## config.mk

```make
export PLATFORM = sky130hd
export DESIGN_NAME = input_port_buffer_flat
export DESIGN_NICKNAME = d
export VERILOG_FILES = /design/src/rtl/input_port_buffer_if.sv /design/src/rtl/input_port_buffer.sv /design/src/flat_wrapper.sv
export SDC_FILE = /design/constraint.sdc
export NUM_CORES = 1
export LEC_CHECK = 0
export ABC_AREA = 1
export BUFFER_PORTS_ARGS = -buffer_cell sky130_fd_sc_hd__buf_4
export CAP_MARGIN = 20
export CELL_PAD_IN_SITES_DETAIL_PLACEMENT = 1
export CELL_PAD_IN_SITES_GLOBAL_PLACEMENT = 2
export CORE_MARGIN = 4
export CORE_UTILIZATION = 39
export DETAILED_ROUTE_END_ITERATION = 16
export HOLD_SLACK_MARGIN = 0.05
export PLACE_DENSITY = 0.88
export SLEW_MARGIN = 10
export SYNTH_ARGS = -nofsm -noshare
export SYNTH_HDL_FRONTEND = slang
export SYNTH_SLANG_ARGS = --single-unit
```

## constraint.sdc

```tcl
create_clock -name clk -period 5.5 [get_ports clk]
set_clock_uncertainty 0.05 [all_clocks]
set_input_delay 0.275 -clock clk [delete_from_list [all_inputs] [get_ports clk]]
set_output_delay 0.275 -clock clk [all_outputs]
set_load 0.03 [all_outputs]
```

## src/rtl/input_port_buffer_if.sv

```systemverilog
// Handshake bundle between one router input port and its flit buffer:
// upstream flit push, arbiter request/grant, and crossbar-side head flit.
interface input_port_buffer_if #(
   parameter int NR    = 5,
   parameter int DW    = 32,
   parameter int DEPTH = 4
);
   localparam int CW = $clog2(DEPTH) + 1;

   logic          in_valid;
   logic [DW-1:0] in_flit;
   logic          in_ready;
   logic [NR-1:0] req;
   logic          grt;
   logic          out_valid;
   logic [DW-1:0] out_flit;
   logic [CW-1:0] count;
   logic          err;

   modport master (
      output in_valid, in_flit, grt,
      input  in_ready, req, out_valid, out_flit, count, err
   );

   modport slave (
      input  in_valid, in_flit, grt,
      output in_ready, req, out_valid, out_flit, count, err
   );
endinterface

```

## src/rtl/input_port_buffer.sv

```systemverilog
// Per-input-port wormhole flit FIFO with XY routing of the head flit and a
// held one-hot output request from HEAD to TAIL.
module input_port_buffer #(
   parameter int NR    = 5,
   parameter int DEPTH = 4,
   parameter int DW    = 32,
   parameter int X_W   = 2,
   parameter int Y_W   = 2,
   parameter int CUR_X = 0,
   parameter int CUR_Y = 0
) (
   input logic                 clk,
   input logic                 rst,
   input_port_buffer_if.slave  bus
);

   localparam int AW = $clog2(DEPTH);

   localparam logic [1:0] T_BODY   = 2'b00;
   localparam logic [1:0] T_HEAD   = 2'b01;
   localparam logic [1:0] T_TAIL   = 2'b10;
   localparam logic [1:0] T_SINGLE = 2'b11;

   typedef enum logic {
      IDLE,
      ACTIVE
   } state_t;

   state_t        state_q, state_d;
   logic [AW:0]   wr_ptr_q, wr_ptr_d;
   logic [AW:0]   rd_ptr_q, rd_ptr_d;
   logic [NR-1:0] route_q, route_d;
   logic [DW-1:0] mem_q [DEPTH];
   logic [DW-1:0] mem_d [DEPTH];

   logic          full;
   logic          empty;
   logic          push;
   logic          pop;
   logic          err;
   logic [NR-1:0] req;
   logic [NR-1:0] route;
   logic [DW-1:0] head;
   logic [1:0]    head_type;
   logic [X_W-1:0] dx;
   logic [Y_W-1:0] dy;

   // Pointers carry one extra wrap bit so full and empty are distinguishable.
   assign full  = (wr_ptr_q[AW] != rd_ptr_q[AW]) &&
                  (wr_ptr_q[AW-1:0] == rd_ptr_q[AW-1:0]);
   assign empty = (wr_ptr_q == rd_ptr_q);

   assign head      = mem_q[rd_ptr_q[AW-1:0]];
   assign head_type = head[DW-1:DW-2];
   assign dx        = head[X_W-1:0];
   assign dy        = head[X_W+Y_W-1:X_W];

   assign bus.in_ready  = !full && !rst;
   assign push          = bus.in_valid && !full && !rst;
   assign bus.req       = req;
   assign bus.out_valid = |req;
   assign bus.out_flit  = head;
   assign bus.count     = wr_ptr_q - rd_ptr_q;
   assign bus.err       = err;

   // Dimension-ordered routing: resolve X first, then Y, else eject locally.
   always_comb begin
      route = '0;
      if (dx > X_W'(CUR_X)) begin
         route[1] = 1'b1;
      end else if (dx < X_W'(CUR_X)) begin
         route[2] = 1'b1;
      end else if (dy > Y_W'(CUR_Y)) begin
         route[3] = 1'b1;
      end else if (dy < Y_W'(CUR_Y)) begin
         route[4] = 1'b1;
      end else begin
         route[0] = 1'b1;
      end
   end

   always_comb begin
      state_d = state_q;
      route_d = route_q;
      req     = '0;
      pop     = 1'b0;
      err     = 1'b0;
      if (!rst && !empty) begin
         case (state_q)
            IDLE: begin
               if (head_type == T_HEAD || head_type == T_SINGLE) begin
                  req = route;
                  if (bus.grt) begin
                     pop = 1'b1;
                     if (head_type == T_HEAD) begin
                        state_d = ACTIVE;
                        route_d = route;
                     end
                  end
               end else begin
                  pop = 1'b1;
                  err = 1'b1;
               end
            end
            ACTIVE: begin
               // Any flit type is payload here; the packet ends on TAIL/SINGLE.
               req = route_q;
               if (bus.grt) begin
                  pop = 1'b1;
                  if (head_type == T_TAIL || head_type == T_SINGLE) begin
                     state_d = IDLE;
                  end
               end
            end
            default: state_d = IDLE;
         endcase
      end
   end

   always_comb begin
      wr_ptr_d = wr_ptr_q + (AW+1)'(push);
      rd_ptr_d = rd_ptr_q + (AW+1)'(pop);
      mem_d    = mem_q;
      if (push) begin
         mem_d[wr_ptr_q[AW-1:0]] = bus.in_flit;
      end
   end

   always_ff @(posedge clk) begin
      if (rst) begin
         state_q  <= IDLE;
         wr_ptr_q <= '0;
         rd_ptr_q <= '0;
         route_q  <= '0;
      end else begin
         state_q  <= state_d;
         wr_ptr_q <= wr_ptr_d;
         rd_ptr_q <= rd_ptr_d;
         route_q  <= route_d;
      end
   end

   always_ff @(posedge clk) begin
      mem_q <= mem_d;
   end

endmodule

```

## src/flat_wrapper.sv

```systemverilog
// flat-port wrapper written by rule: the top's interface ports become plain ports
module input_port_buffer_flat 
#(
   parameter int NR    = 5,
   parameter int DEPTH = 4,
   parameter int DW    = 32,
   parameter int X_W   = 2,
   parameter int Y_W   = 2,
   parameter int CUR_X = 0,
   parameter int CUR_Y = 0
)
  (clk, rst, bus_in_valid, bus_in_flit, bus_grt, bus_in_ready, bus_req, bus_out_valid, bus_out_flit, bus_count, bus_err);
  input_port_buffer_if #(.NR(NR), .DW(DW), .DEPTH(DEPTH)) bus_i ();
  input logic clk;
  input logic rst;
  input wire logic [$bits(bus_i.in_valid)-1:0] bus_in_valid;
  input wire logic [$bits(bus_i.in_flit)-1:0] bus_in_flit;
  input wire logic [$bits(bus_i.grt)-1:0] bus_grt;
  output wire logic [$bits(bus_i.in_ready)-1:0] bus_in_ready;
  output wire logic [$bits(bus_i.req)-1:0] bus_req;
  output wire logic [$bits(bus_i.out_valid)-1:0] bus_out_valid;
  output wire logic [$bits(bus_i.out_flit)-1:0] bus_out_flit;
  output wire logic [$bits(bus_i.count)-1:0] bus_count;
  output wire logic [$bits(bus_i.err)-1:0] bus_err;
  assign bus_i.in_valid = bus_in_valid;
  assign bus_i.in_flit = bus_in_flit;
  assign bus_i.grt = bus_grt;
  assign bus_in_ready = bus_i.in_ready;
  assign bus_req = bus_i.req;
  assign bus_out_valid = bus_i.out_valid;
  assign bus_out_flit = bus_i.out_flit;
  assign bus_count = bus_i.count;
  assign bus_err = bus_i.err;
  input_port_buffer #(.NR(NR), .DEPTH(DEPTH), .DW(DW), .X_W(X_W), .Y_W(Y_W), .CUR_X(CUR_X), .CUR_Y(CUR_Y)) u_core (.clk(clk), .rst(rst), .bus(bus_i));
endmodule
```

Yosys cells after proc, flatten, opt, wreduce, memory -nomap -nowiden
Index checks and enable logic that the tools add are counted.
Cells by class
  add/subtract/negate cells: 3
  order comparisons: 7
  equal/unequal tests: 6
  multiplexer cells: 33
  bitwise operators: 3
  reductions and logical operators: 13
Operator list (count)
  bitwise mux 128 bit: 1
  two-way mux 32 bit: 3
  binary-select mux 32 bit (select 2 bit): 1
  demux 32 bit (select 2 bit): 1
  two-way mux 1 bit: 20
  two-way mux 5 bit: 2
  case mux 5 bit (2 select lines): 1
  adder 3 x 1 -> 3 bit: 2
  greater-or-equal comparator 3 bit (second input constant): 2
  logical AND 1 bit: 6
  NOT 2 -> 3 bit: 2
  AND reduction 5 bit: 1
  OR reduction 5 bit: 1
  equality test 2 bit (second input constant): 2
  greater-than comparator 2 x 1 -> 1 bit (second input constant): 2
  less-than comparator 2 x 1 -> 1 bit (second input constant): 2
  case mux 1 bit (2 select lines): 2
  equality test 3 bit: 1
  zero test 1 bit: 3
  less-than comparator 3 x 1 -> 1 bit (second input constant): 1
  two-way mux 3 bit: 1
  subtractor 3 bit: 1
  equality test 2 x 1 -> 1 bit (second input constant): 1
  equality test 2 bit: 1
  other kinds (4): 5
Storage, ports and cells
  flip-flop bits (word level): 140
  input bits: 36
  output and inout bits: 43
  word-level logic and storage cells: 73

Longest topological paths before layout
Gate-level depths: netlist of the first run.
  word-level depth: 13
  mapped depth: 11
  mapped depth without buffers: 11

Worst setup path before layout of the first run
OpenSTA, ideal clock, no wires.
  path kind: register to register
  from: register u_core.rd_ptr_q[1]
  to: register u_core.mem_q[100] (netlist bit) (enable)
  library setup time: 0.461 ns
  arrival: 4.280 ns
  data required time: 4.989 ns
  slack: 0.709 ns
  cell stages (with the launch flop): 8
  buffers on the path: 2
  clock period less this slack: 4.791 ns
  cell sequence: dfxtp_1 > inv_2 > buf_4 > clkbuf_1 > ha_1 > a31oi_1 > nand2_1 > nor3_1
Between the ends
  longest elaborated chain between the ends: 5
RTL lines
  start, declared: RTL line input_port_buffer.sv:31  | logic [AW:0] rd_ptr_q, rd_ptr_d;
  start signal, assigned: RTL line input_port_buffer.sv:138  | rd_ptr_q <= rd_ptr_d;
  equality test 2 bit: RTL line input_port_buffer.sv:50  | (wr_ptr_q[AW-1:0] == rd_ptr_q[AW-1:0]);
  logical AND 1 bit: RTL line input_port_buffer.sv:49  | assign full = (wr_ptr_q[AW] != rd_ptr_q[AW]) &&
  zero test 1 bit: RTL line input_port_buffer.sv:59  | assign push = bus.in_valid && !full && !rst;
  logical AND 1 bit (2 in a row): RTL line input_port_buffer.sv:59
  end signal, assigned: RTL line input_port_buffer.sv:144  | mem_q <= mem_d;
  end, declared: RTL line input_port_buffer.sv:33  | logic [DW-1:0] mem_q [DEPTH];
No other way between the ends.
A chain may end at the register's enable or synchronous reset.

Final worst setup path of the first run
  from: register u_core.rd_ptr_q[1]
  to: output bus_out_valid
Between the ends
  longest elaborated chain between the ends: 13
  elaborated cells between the ends (all ways): 29
  those cells by class: order compare (4); eq/ne (3); mux (17); bitwise (1); reduce/logical (4)
RTL lines
  NOT 2 -> 3 bit (not written as such): RTL line input_port_buffer.sv:53  | assign head = mem_q[rd_ptr_q[AW-1:0]];
  binary-select mux 32 bit (select 2 bit): RTL line input_port_buffer.sv:53
  two-way mux 32 bit (not written as such) (2 in a row): RTL line input_port_buffer.sv:53
  less-than comparator 2 x 1 -> 1 bit: RTL line input_port_buffer.sv:75  | end else if (dy < Y_W'(CUR_Y)) begin
  two-way mux 1 bit: RTL line input_port_buffer.sv:75
  two-way mux 1 bit: RTL line input_port_buffer.sv:73  | end else if (dy > Y_W'(CUR_Y)) begin
  two-way mux 1 bit / two-way mux 2 bit (equally long branches): RTL line input_port_buffer.sv:71  | end else if (dx < X_W'(CUR_X)) begin
  two-way mux 1 bit / two-way mux 3 bit (equally long branches): RTL line input_port_buffer.sv:69  | if (dx > X_W'(CUR_X)) begin
  two-way mux 5 bit: RTL line input_port_buffer.sv:91  | if (head_type == T_HEAD || head_type == T_SINGLE) begin
  case mux 5 bit (2 select lines): RTL line input_port_buffer.sv:89  | case (state_q)
  two-way mux 5 bit (*): RTL line input_port_buffer.sv:88  | if (!rst && !empty) begin
  OR reduction 5 bit (*): RTL line input_port_buffer.sv:61  | assign bus.out_valid = |req;
  end, declared: RTL line flat_wrapper.sv:21  | output wire logic [$bits(bus_i.out_valid)-1:0] bus_out_valid;
Mark *: on every way between the ends. The rest lies on a longest branch, timed or not. The select of a mux whose other input is x is not followed.

==> results of run 1 <==
-- power by group --
group | internal, mW | switching, mW | leakage (nW)
Combinational | 0.133 | 0.254 | 1.19
Sequential | 1.17 | 0.0147 | 1.24
Clock | 0.860 | 0.407 | 0.314
-- kinds of logic (layout without fill, tap and decap cells) --
group | after synthesis | count (layout)
fa+ha+maj | 7 | 7
buf+inv | 46 | 171
compound gates | 85 | 85
xor+xnor | 4 | 4
simple gates | 138 | 138
other cells | 1 | 2
flops | 138 | 138
-- metrics by stage --
step | worst slack, ps | area [um^2]
after floorplan | 709 | 5470
after global placement | 2750 | 6210
after detailed placement | 2550 | 6210
after CTS | 2270 | 7210
after global routing | 2120 | 7210
final | 2340 | 7210
-- metal layers --
layer | up-vias | share of wire (%) | GRT usage, %
li1 | 1719 | - | -
met4 | 0 | 0.71 | 6.12
met2 | 89 | 53 | 30.3
met3 | 8 | 4.9 | 4.72
met1 | 1855 | 41 | 20.2
met5 | - | 0 | 0
-- placed cells by master, fill, tap and decap left out, types with 3 or more instances in the layout --
| cell type | instances |
|---|---|
| sky130_fd_sc_hd__o21ai_0 | 52 |
| sky130_fd_sc_hd__dlygate4sd3_1 | 33 |
| sky130_fd_sc_hd__ha_1 | 6 |
| sky130_fd_sc_hd__clkbuf_16 | 17 |
| sky130_fd_sc_hd__nand3_1 | 11 |
| sky130_fd_sc_hd__nor2_1 | 64 |
| sky130_fd_sc_hd__nand3_2 | 3 |
| sky130_fd_sc_hd__edfxtp_1 | 128 |
| sky130_fd_sc_hd__nand2_1 | 40 |
| sky130_fd_sc_hd__clkinvlp_4 | 3 |
| sky130_fd_sc_hd__inv_1 | 20 |
| sky130_fd_sc_hd__dfxtp_1 | 9 |
| sky130_fd_sc_hd__bufinv_16 | 6 |
| sky130_fd_sc_hd__buf_4 | 82 |
| sky130_fd_sc_hd__nor3_2 | 4 |
| sky130_fd_sc_hd__nand2_2 | 9 |
| sky130_fd_sc_hd__inv_2 | 3 |
| sky130_fd_sc_hd__o22ai_1 | 27 |
-- flip-flops by register name (all words and copies together), names as in the netlist --
name,cells
u_core.state_q,1
u_core.wr_ptr_q,3
u_core.mem_q,128
u_core.route_q,3
u_core.rd_ptr_q,3
-- what timing repair did --
| item | 4_1_cts | 5_1_grt |
|---|---|---|
| resized for setup | 0 | 0 |
| hold endpoints to repair | 135 | 0 |
| hold buffers | 33 | 0 |
-- layout make-up --
class / instances / area [um^2]
well taps: 180 / 225
inverters: 24 / 91.3
flip-flops and latches: 138 / 4050
clock inverters: 12 / 220
repair buffers: 115 / 946
multi-input cells: 236 / 1240
clock buffers: 20 / 447
fillers: 1367 / 6620
-- worst paths after layout --
kind	endpoint	slack, ps	cells past startpoint
setup reg to reg	u_core.mem_q[72]	2510	6
hold reg to reg	u_core.route_q[0]	440	2
hold / removal	u_core.state_q	210	4
setup / recovery	bus_out_valid	2340	9
-- worst max-delay path: cells and delay by family (launching register included) --
| kind | cells | cell delay, ps |
|---|---|---|
| AND/OR/NAND/NOR | 3 | 300 |
| AO/OA/AOI/OAI | 1 | 360 |
| flip-flops | 1 | 310 |
| buffers and inverters | 4 | 1020 |
| adder cells (fa/ha/maj) | 1 | 430 |
==> PnR_summary.wiki, run 1 <==
{| class="wikitable"
! Metric !! Value
|-
| Setup bufs post-CTS || 0
|-
| Maximum buffer depth of the clock tree || 2
|-
| Synth cell types || 31
|-
| Post-route total power || 2.84 mW
|-
| P&R area growth vs syn || 31.8%
|-
| Dominant cell by count in the synthesized netlist || sky130_fd_sc_hd__edfxtp_1
|-
| Weighted congestion reported at the end of routability-driven placement || 0.771
|-
| Mean instance size in the synthesized netlist || 13.1 um^2
|-
| Mux share of post-synthesis cell area || 0%
|-
| Placed wire-length estimate after detailed placement || 7.85 mm
|-
| Hold Crit Start || bus_grt
|-
| Root cell of the clock tree || sky130_fd_sc_hd__clkbuf_16
|-
| Number of vias per cell after detailed routing || 5.06
|-
| Cell row count || 43
|-
| Count of endpoints failing setup in the final report || 0
|-
| Number of buffer cells added on primary ports || 76
|-
| Area share of the largest cell type after synthesis || 70.3%
|-
| Power density over the cells || 394 nW/um^2
|-
| Reg2Reg Launch Point || u_core.rd_ptr_q[0]
|-
| Async set-or-reset flop fraction in the synthesized netlist || 0%
|-
| Total wirelength of the detailed-routed design || 13.3 mm
|-
| Dominant synthesized flop cell || sky130_fd_sc_hd__edfxtp_1
|-
| Fraction of layout cells with a size suffix above 1 || 25.1%
|-
| VDD IR-drop max || 0.235 mV
|-
| Max Clock Freq || 0.316 GHz
|-
| Max-slew headroom || 34.5%
|-
| Slowest-stage cell, CP || sky130_fd_sc_hd__ha_1
|-
| Post-synthesis sequential area ratio || 73.9%
|-
| Worst hold path class || in2reg
|-
| DR WL/cell || 18.3 um
|-
| Die X-Extent || 126 um
|-
| Cell count after synthesis || 419
|-
| Number of placed instances with taps included || 660
|-
| Setup repair after global routing missed its margin || no
|-
| Total die area || 16,000 um^2
|-
| Ys Warns || 0
|-
| Count of flip-flops with a built-in enable after synthesis || 128
|-
| Final count of pins violating max slew || 0
|-
| Total GRT Usage || 17.2%
|-
| Number of levels in the clock H-tree || 4
|-
| Post-layout net count || 575
|-
| Leakage component of the power || 2.75 nW
|-
| Worst stage delay on the critical path || 430 ps
|-
| Violation count after the first detailed-route iteration || 317
|-
| Outcome || finished clean
|-
| Combinational family with the most area after synthesis || simple AND/OR/NAND/NOR gates
|-
| Reg clk slew, reported paths || 60 ps
|-
| Cells taking the most area after synthesis || sky130_fd_sc_hd__edfxtp_1 (70%), sky130_fd_sc_hd__o21ai_0 (4.8%), sky130_fd_sc_hd__nor2_1 (4.4%)
|-
| Sinks on the clock net || 138
|-
| Top Ports || 79
|-
| Detailed-route DRC error count || 0
|-
| TritonCTS clock tree || built
|-
| Total Negative Setup Slacks || 0 ps
|-
| Total iterations of the first detailed-routing run || 4
|-
| FF+latch count, synth || 138
|-
| Final worst-path cycle share || 57.5%
|-
| Synthesized-area fraction occupied by xor and xnor cells || 0.641%
|-
| Source-to-sink clock delay at the later pin of the worst-skew pair || 400 ps
|-
| Leading cell types by count after synthesis || sky130_fd_sc_hd__edfxtp_1 (128), sky130_fd_sc_hd__nor2_1 (64), sky130_fd_sc_hd__o21ai_0 (52), sky130_fd_sc_hd__nand2_1 (40), sky130_fd_sc_hd__o22ai_1 (27)
|-
| Kind of launch point of the worst setup path || flop
|-
| Actual transition at the worst max-transition pin || 981 ps
|-
| Number of global-route vias before repair || 4,075
|-
| CP Data Required Time || 5180 ps
|-
| Post-route non-filler standard cell count || 725
|-
| Ant diodes || 0
|-
| Syn Std Cell Area || 5470 um^2
|-
| Chain of cells forming the critical path || buf_4 > inv_2 > ha_1 > nand2_1 > o21ai_2 > inv_1 > nand2_1 > nand3_2 > buf_4
|-
| Start point of the critical path || u_core.rd_ptr_q[1]
|-
| Die extent in y || 126 um
|-
| Number of antenna violations at the first check in global routing || 0
|-
| Leftover overflow at the end of global routing || 0
|-
| Largest fanout on the critical path || 35
|-
| Core area || 13,800 um^2
|-
| Worst EP arrival || 2840 ps
|-
| Compound-cell area share of the yosys netlist || 8.49%
|-
| Final hold violations || 0
|-
| Post-route antenna net violation count || 0
|-
| First-pass GRT wire length || 21.3 mm
|-
| Initial core utilization || 39.6%
|-
| Via Count || 3,671
|-
| Max-cap violations || 0
|-
| Leading area contributor after synthesis || sky130_fd_sc_hd__edfxtp_1
|-
| Shortest period the worst path allows || 3160 ps
|-
| Worst hold slack after final layout || 209 ps
|-
| Number of buffers added by the clock tree synthesis step || 17
|-
| Category of the worst setup path capture point || output port
|-
| Post-route core utilization || 52.1%
|-
| Post-Synth Adder-Cell Area || 1.74%
|-
| Post-synthesis share of cell area spent on and, or, nand and nor gates || 11.2%
|-
| Pin count of the biggest net entering global routing || 65
|-
| Startpoint-to-endpoint class of the critical path || reg2out
|}
Power figures use the tool's default switching activity.
==> run 2, diff against run 1 <==
ABC_AREA = 0   (was 1)
PLACE_DENSITY = 0.84   (was 0.88)
clock period = 2.8 ns   (was 5.5 ns; I/O delays follow)
==> run 2 against run 1 <==
Sequential cell count is the same. Synthesized cell count shrank 41%. Core utilization grew 1.2 points. Combinational power grew 58%. Worst hold slack gained 2.6 ps. Critical path depth shrank 4. Sequential share of layout area grew 0.94 points. Die area shrank 2.6%. Final cell count shrank 22%. Via count shrank 25%. First-iteration DRC count shrank 41%. Wire length shrank 18%. Largest power group is now registers.
==> PnR_summary.wiki, run 2 <==
{| class="wikitable"
! Metric !! Value
|-
| Final worst-path cycle share || 88.1%
|-
| Largest register by flop count || u_core.mem_q (unchanged)
|-
| Die extent in y || 125 um (was 126 um)
|-
| Cts repair resizes || 0 (unchanged)
|-
| Worst setup slack for register-to-register paths || 560 ps (was 2510 ps)
|-
| Violation count after the first detailed-route iteration || 188 (was 317)
|-
| VDD IR-drop max || 0.446 mV (was 0.235 mV)
|-
| Internal Dissipation || 3.96 mW (was 2.17 mW)
|-
| Total GRT Usage || 15.3% (was 17.2%)
|-
| Core area || 13,300 um^2 (was 13,800 um^2)
|-
| Worst EP arrival || 2280 ps (was 2840 ps)
|-
| Post-synthesis sequential area ratio || 76.1% (was 73.9%)
|-
| Number of filler cells placed in the layout || 1,203 (was 1,367)
|-
| Top Ports || 79 (unchanged)
|-
| Weighted congestion reported at the end of routability-driven placement || 0.737 (was 0.771)
|-
| Switching power || 1.12 mW (was 0.676 mW)
|-
| Startpoint-to-endpoint class of the critical path || reg2out (unchanged)
|-
| Leftover overflow at the end of global routing || 0 (unchanged)
|-
| Die X-Extent || 125 um (was 126 um)
|-
| Max-slew headroom || 65.9% (was 34.5%)
|-
| Start point of the critical path || u_core.rd_ptr_q[0] (was u_core.rd_ptr_q[1])
|-
| FF+latch count, synth || 138 (unchanged)
|-
| Total iterations of the first detailed-routing run || 4 (unchanged)
|-
| Maximum buffer depth of the clock tree || 2 (unchanged)
|-
| Reg clk slew, reported paths || 60 ps (about the same)
|-
| Number of levels in the clock H-tree || 4 (unchanged)
|-
| Shortest period the worst path allows || 2470 ps
|-
| Post-Place Cell Area || 6190 um^2 (was 6210 um^2)
|-
| Max Clock Freq || 0.405 GHz
|-
| Post-layout net count || 420 (was 575)
|-
| Dominant synthesized flop cell || sky130_fd_sc_hd__edfxtp_1 (unchanged)
|-
| Number of buffer cells added on primary ports || 76 (unchanged)
|-
| Cell count after synthesis || 246 (was 419)
|-
| Total die area || 15,600 um^2 (was 16,000 um^2)
|-
| Endpoint of the worst setup timing path || bus_req[0] (was bus_out_valid)
|-
| Worst-case reg-to-reg path depth || 9 (was 6)
|-
| P&R area growth vs syn || 33.5% (was 31.8%)
|-
| Initial core utilization || 40.0% (was 39.6%)
|-
| Leading cell types by count after synthesis || sky130_fd_sc_hd__edfxtp_1 (128), sky130_fd_sc_hd__mux4_2 (24), sky130_fd_sc_hd__dfxtp_1 (10), sky130_fd_sc_hd__inv_1 (9), sky130_fd_sc_hd__nor2_1 (9) (was sky130_fd_sc_hd__edfxtp_1 (128), sky130_fd_sc_hd__nor2_1 (64), sky130_fd_sc_hd__o21ai_0 (52), sky130_fd_sc_hd__nand2_1 (40), sky130_fd_sc_hd__o22ai_1 (27))
|-
| Largest fanout on the critical path || 8 (was 35)
|-
| Reg2Reg Launch Point || u_core.wr_ptr_q[0] (was u_core.rd_ptr_q[0])
|-
| Max-cap violations || 0 (unchanged)
|-
| Leading area contributor after synthesis || sky130_fd_sc_hd__edfxtp_1 (unchanged)
|-
| Outcome || finished clean (unchanged)
|-
| Number of buffers added by the clock tree synthesis step || 17 (unchanged)
|-
| Area share of the largest cell type after synthesis || 72.3% (was 70.3%)
|-
| Number of antenna violations at the first check in global routing || 0 (unchanged)
|-
| Dominant cell by count in the synthesized netlist || sky130_fd_sc_hd__edfxtp_1 (unchanged)
|-
| Clock network power share || 42.1% (was 44.6%)
|-
| Total Negative Setup Slacks || 0 ps (unchanged)
|-
| Sinks on the clock net || 138 (unchanged)
|-
| Pin count of the biggest net entering global routing || 22 (was 65)
|-
| Detailed-route DRC error count || 0 (unchanged)
|-
| Count of endpoints failing setup in the final report || 0 (unchanged)
|-
| Setup repair after global routing missed its margin || no (unchanged)
|-
| Mean instance size in the synthesized netlist || 21.6 um^2 (was 13.1 um^2)
|-
| Worst hold path class || in2reg (unchanged)
|-
| Via Count || 2,754 (was 3,671)
|-
| Number of vias per cell after detailed routing || 4.87 (was 5.06)
|-
| Ys Warns || 0 (unchanged)
|-
| Final count of pins violating max slew || 0 (unchanged)
|-
| DR WL/cell || 19.4 um (was 18.3 um)
|-
| Cell row count || 42 (was 43)
|-
| Number of global-route vias before repair || 3,179 (was 4,075)
|-
| Post-route core utilization || 53.4% (was 52.1%)
|-
| Switching Fraction || 22.0% (was 23.8%)
|-
| Relative contribution of sequential cells to total power || 45.9% (was 41.8%)
|-
| Ant diodes || 0 (unchanged)
|-
| Actual transition at the worst max-transition pin || 509 ps (was 981 ps)
|-
| Kind of launch point of the worst setup path || flop (unchanged)
|-
| Logic pwr share || 12.1% (was 13.6%)
|-
| Fin area || 7090 um^2 (was 7210 um^2)
|-
| Synth cell types || 36 (was 31)
|-
| Category of the worst setup path capture point || output port (unchanged)
|-
| Leakage component of the power || 2.51 nW (was 2.75 nW)
|-
| Post-route total power || 5.07 mW (was 2.84 mW)
|-
| Count of flip-flops with a built-in enable after synthesis || 128 (unchanged)
|-
| Final hold violations || 0 (unchanged)
|-
| Max FFs per register || 128 (unchanged)
|-
| Source-to-sink clock delay at the later pin of the worst-skew pair || 410 ps (was 400 ps)
|-
| Syn Std Cell Area || 5320 um^2 (was 5470 um^2)
|-
| Cells taking the most area after synthesis || sky130_fd_sc_hd__edfxtp_1 (72%), sky130_fd_sc_hd__mux4_2 (10%), sky130_fd_sc_hd__mux4_1 (4.0%) (was sky130_fd_sc_hd__edfxtp_1 (70%), sky130_fd_sc_hd__o21ai_0 (4.8%), sky130_fd_sc_hd__nor2_1 (4.4%))
|-
| Power density over the cells || 715 nW/um^2 (was 394 nW/um^2)
|-
| Reg2reg end || u_core.wr_ptr_q[1] (was u_core.mem_q[72])
|-
| CP Data Required Time || 2610 ps (was 5180 ps)
|-
| Post-route antenna net violation count || 0 (unchanged)
|-
| TritonCTS clock tree || built (unchanged)
|-
| Placed wire-length estimate after detailed placement || 6.95 mm (was 7.85 mm)
|-
| Fraction of layout cells with a size suffix above 1 || 38.2% (was 25.1%)
|-
| Most frequent cells in the layout || sky130_fd_sc_hd__edfxtp_1 (128), sky130_fd_sc_hd__buf_4 (88), sky130_fd_sc_hd__dlygate4sd3_1 (34), sky130_fd_sc_hd__mux4_2 (24), sky130_fd_sc_hd__clkbuf_16 (17) (was sky130_fd_sc_hd__edfxtp_1 (128), sky130_fd_sc_hd__buf_4 (82), sky130_fd_sc_hd__nor2_1 (64), sky130_fd_sc_hd__o21ai_0 (52), sky130_fd_sc_hd__nand2_1 (40))
|-
| Total wirelength of the detailed-routed design || 11.0 mm (was 13.3 mm)
|-
| First-pass GRT wire length || 17.9 mm (was 21.3 mm)
|-
| Root cell of the clock tree || sky130_fd_sc_hd__clkbuf_16 (unchanged)
|-
| Most common library cell in the layout ignoring fill and taps || sky130_fd_sc_hd__edfxtp_1 (unchanged)
|-
| Async set-or-reset flop fraction in the synthesized netlist || 0% (unchanged)
|}
[run 2: worst min-delay path by stage]
stage          slack [ps]  depth (start not counted)       startpoint            endpoint
6_report              210                          5     bus_in_valid  u_core.wr_ptr_q[0]
4_1_cts               190                          5     bus_in_valid  u_core.wr_ptr_q[0]
3_5_place_dp          290                          1  bus_in_flit[17]    u_core.mem_q[17]
2_1_floorplan         190                          0   bus_in_flit[0]     u_core.mem_q[0]
5_1_grt               240                          5     bus_in_valid  u_core.wr_ptr_q[0]
3_3_place_gp          290                          1   bus_in_flit[5]    u_core.mem_q[69]
[run 2: area by class of cell]
type / instances / area, um^2 / share of cell area, %
clock buffers: 21 / 440 / 6.21
flip-flops and latches: 138 / 4050 / 57.0
clock inverters: 11 / 128 / 1.80
well taps: 176 / 220 / 3.10
multi-input cells: 89 / 1220 / 17.3
repair buffers: 122 / 1000 / 14.1
inverters: 9 / 33.8 / 0.476
[run 2: layer usage]
layer,GRT usage (%),routed length (um)
met5,0,0
met4,6.58,170
met3,4.37,502
met2,24.0,5420
met1,20.0,4880
[run 2: logic make-up after synthesis]
| logic type | synth area share [%] |
|---|---|
| AOI/OAI and AO/OA | 1.88 |
| xor gates and xnor gates | 0.659 |
| adders and majority gates | 1.79 |
| buffers and inverters | 2.05 |
| DFF | 76.1 |
| muxes | 14.3 |
| other | 0.0706 |
| and+or+nand+nor | 3.15 |
[run 2: worst max-delay path, cell delays in order (launching register included)]
cell and delay (ps):
sky130_fd_sc_hd__dfxtp_2 470, sky130_fd_sc_hd__mux4_1 640, sky130_fd_sc_hd__nor2_1 240, sky130_fd_sc_hd__nand2_1 90, sky130_fd_sc_hd__o31ai_1 230, sky130_fd_sc_hd__buf_4 200
[run 2: power groups by stage]
stage               Sequential, mW  Combinational, mW  Clock [mW]
global placement              2.36              0.575           0
global route                  2.33              0.659        2.30
floorplan                     2.36              0.375           0
detailed placement            2.37              0.581           0
CTS                           2.33              0.624        2.19
finish                        2.33              0.612        2.13
[run 2: stage by stage]
stage,worst slack (ps),instances,hold WS (ps)
3_5_place_dp,545,500,294
3_3_place_gp,631,500,290
2_1_floorplan,11.7,247,189
4_1_cts,301,566,194
5_1_grt,138,566,244
6_report,332,566,212
[run 2: what timing repair did]
action	CTS	global route
hold buffers	34	0
endpoints found under the hold margin	138	0
buffers inserted	0	0
==> run 3, diff against run 2 <==
CTS_BUF_LIST = sky130_fd_sc_hd__clkbuf_4 sky130_fd_sc_hd__clkbuf_8 sky130_fd_sc_hd__clkbuf_16   (was unset)
==> run 3 against run 2 <==
Design area increased by 0.21%. Largest cell class unchanged. Core utilization increased by 0.11 points. Fmax increased by 0.67%. Die area unchanged.
==> PnR_summary.wiki, run 3 (synthesis results as in run 2) <==
{| class="wikitable"
! Metric !! Value
|-
| Initial core utilization || 40.0% (unchanged)
|-
| Post-route antenna net violation count || 0 (unchanged)
|-
| Count of endpoints failing setup in the final report || 0 (unchanged)
|-
| First-pass GRT wire length || 17.8 mm (was 17.9 mm)
|-
| Final count of pins violating max slew || 0 (unchanged)
|-
| Post-route core utilization || 53.5% (was 53.4%)
|-
| Final worst-path cycle share || 87.5% (was 88.1%)
|-
| Most common library cell in the layout ignoring fill and taps || sky130_fd_sc_hd__edfxtp_1 (unchanged)
|-
| P&R area growth vs syn || 33.8% (was 33.5%)
|-
| Weighted congestion reported at the end of routability-driven placement || 0.737 (unchanged)
|-
| Worst stage delay on the critical path || 630 ps (was 640 ps)
|-
| Power density over the cells || 719 nW/um^2 (was 715 nW/um^2)
|-
| Cell class contributing the biggest share of worst-path delay || multiplexers (unchanged)
|-
| Setup repair after global routing missed its margin || no (unchanged)
|-
| Worst EP arrival || 2260 ps (was 2280 ps)
|-
| Violation count after the first detailed-route iteration || 180 (was 188)
|-
| DR WL/cell || 19.3 um (was 19.4 um)
|-
| CP Data Required Time || 2610 ps (about the same)
|-
| Final hold violations || 0 (unchanged)
|-
| Detailed-route DRC error count || 0 (unchanged)
|-
| Total iterations of the first detailed-routing run || 5 (was 4)
|-
| Chain of cells forming the critical path || mux4_1 > nor2_1 > nand2_1 > o31ai_1 > buf_4 (unchanged)
|-
| Outcome || finished clean (unchanged)
|-
| Ant diodes || 0 (unchanged)
|-
| Max-cap violations || 0 (unchanged)
|-
| VDD IR-drop max || 0.596 mV (was 0.446 mV)
|-
| Cell row count || 42 (unchanged)
|-
| TritonCTS clock tree || built (unchanged)
|-
| Core area || 13,300 um^2 (unchanged)
|-
| Category of the worst setup path capture point || output port (unchanged)
|-
| Actual transition at the worst max-transition pin || 507 ps (was 509 ps)
|-
| Die extent in y || 125 um (unchanged)
|-
| Number of buffer cells added on primary ports || 76 (unchanged)
|-
| Kind of launch point of the worst setup path || flop (unchanged)
|-
| Max Clock Freq || 0.408 GHz (was 0.405 GHz)
|-
| Sinks on the clock net || 138 (unchanged)
|-
| Maximum buffer depth of the clock tree || 2 (unchanged)
|-
| Total Negative Setup Slacks || 0 ps (unchanged)
|-
| Max FFs per register || 128 (unchanged)
|-
| Root cell of the clock tree || sky130_fd_sc_hd__clkbuf_16 (unchanged)
|-
| Die X-Extent || 125 um (unchanged)
|-
| Number of filler cells placed in the layout || 1,199 (was 1,203)
|-
| Total GRT Usage || 15.2% (was 15.3%)
|-
| Top Ports || 79 (unchanged)
|-
| Fraction of layout cells with a size suffix above 1 || 39.2% (was 38.2%)
|-
| Leftover overflow at the end of global routing || 0 (unchanged)
|-
| Pin count of the biggest net entering global routing || 22 (unchanged)
|-
| Slowest-stage cell, CP || sky130_fd_sc_hd__mux4_1 (unchanged)
|-
| Most frequent cells in the layout || sky130_fd_sc_hd__edfxtp_1 (128), sky130_fd_sc_hd__buf_4 (88), sky130_fd_sc_hd__dlygate4sd3_1 (34), sky130_fd_sc_hd__mux4_2 (24), sky130_fd_sc_hd__clkbuf_16 (17) (unchanged)
|-
| Number of buffers added by the clock tree synthesis step || 17 (unchanged)
|-
| Placed wire-length estimate after detailed placement || 6.95 mm (unchanged)
|-
| Source-to-sink clock delay at the later pin of the worst-skew pair || 410 ps (about the same)
|-
| Max-slew headroom || 66.0% (was 65.9%)
|-
| Number of levels in the clock H-tree || 4 (unchanged)
|-
| Shortest period the worst path allows || 2450 ps (was 2470 ps)
|-
| Leakage component of the power || 2.53 nW (was 2.51 nW)
|-
| Reg clk slew, reported paths || 60 ps (about the same)
|-
| Largest register by flop count || u_core.mem_q (unchanged)
|-
| Number of vias per cell after detailed routing || 4.83 (was 4.87)
|-
| Worst hold path class || in2reg (unchanged)
|-
| Number of antenna violations at the first check in global routing || 0 (unchanged)
|-
| Startpoint-to-endpoint class of the critical path || reg2out (unchanged)
|-
| Crit path buf inv count || 1 (unchanged)
|-
| Total wirelength of the detailed-routed design || 10.9 mm (was 11.0 mm)
|-
| Number of global-route vias before repair || 3,173 (was 3,179)
|-
| Total die area || 15,600 um^2 (unchanged)
|-
| Post-layout net count || 420 (unchanged)
|-
| Largest fanout on the critical path || 8 (unchanged)
|-
| Via Count || 2,734 (was 2,754)
|}
[run 3: cell counts in the layout (fill, tap and decap cells not counted)]
No cell type changed its count.
[run 3: layout make-up]
class | instances | area [um^2] | share of cell area, %
sequential | 138 | 4050 | 56.9
clock inverter | 11 | 128 | 1.80
clock buffer | 21 | 455 | 6.41
tap | 176 | 220 | 3.10
timing repair buffer | 122 | 1000 | 14.1
inverter | 9 | 33.8 | 0.475
multi-input combinational | 89 | 1220 | 17.2
[run 3: worst register-to-register path: stages (launching register included)]
cell                      delay, ps
sky130_fd_sc_hd__dfxtp_1        460
sky130_fd_sc_hd__inv_1          180
sky130_fd_sc_hd__ha_1           380
sky130_fd_sc_hd__nand2_1         80
sky130_fd_sc_hd__o21ba_4        210
sky130_fd_sc_hd__nand2_4        140
sky130_fd_sc_hd__inv_1           60
sky130_fd_sc_hd__ha_1           190
sky130_fd_sc_hd__ha_1           260
sky130_fd_sc_hd__nor2b_1        120
[run 3: path summary, 6_finish.rpt]
path / start / to / cells past startpoint / slack (ps)
setup / recovery: u_core.rd_ptr_q[0] / bus_req[0] / 5 / 350
hold / removal: bus_in_valid / u_core.wr_ptr_q[0] / 5 / 220
setup reg to reg: u_core.wr_ptr_q[0] / u_core.wr_ptr_q[1] / 9 / 560
hold reg to reg: u_core.route_q[1] / u_core.route_q[1] / 2 / 480
[run 3: per-stage QoR]
| stage | hold slack [ps] | std cells | area, um^2 | total power, mW | worst slack (ps) |
|---|---|---|---|---|---|
| finish | 216 | 566 | 7110 | 5.11 | 349 |
| global route | 246 | 566 | 7110 | 5.33 | 138 |
| CTS | 197 | 566 | 7110 | 5.18 | 304 |
| detailed placement | 294 | 500 | 6190 | 2.95 | 545 |
| global placement | 290 | 500 | 6190 | 2.94 | 631 |
| floorplan | 189 | 247 | 5390 | 2.73 | 11.7 |
[run 3: per-layer routing]
| metal | share of wire [%] | vias to the layer above | GRT usage, % |
|---|---|---|---|
| met5 | 0 | - | 0 |
| met4 | 0.81 | 0 | 6.38 |
| met3 | 5.3 | 9 | 4.55 |
| met2 | 50 | 79 | 23.8 |
| met1 | 44 | 1376 | 19.9 |
| li1 | - | 1270 | - |
[run 3: what timing repair did]
item | CTS | global route
endpoints found under the hold margin | 138 | 0
hold buffers | 34 | 0
buffers inserted | 0 | 0
resized for setup | 0 | 0
[run 3: power by group]
group / switching, mW / internal [mW] / total (mW)
clock: 0.755 / 1.42 / 2.18
sequential: 0.0227 / 2.30 / 2.33
combinational: 0.340 / 0.272 / 0.611
total: 1.12 / 4.00 / 5.11
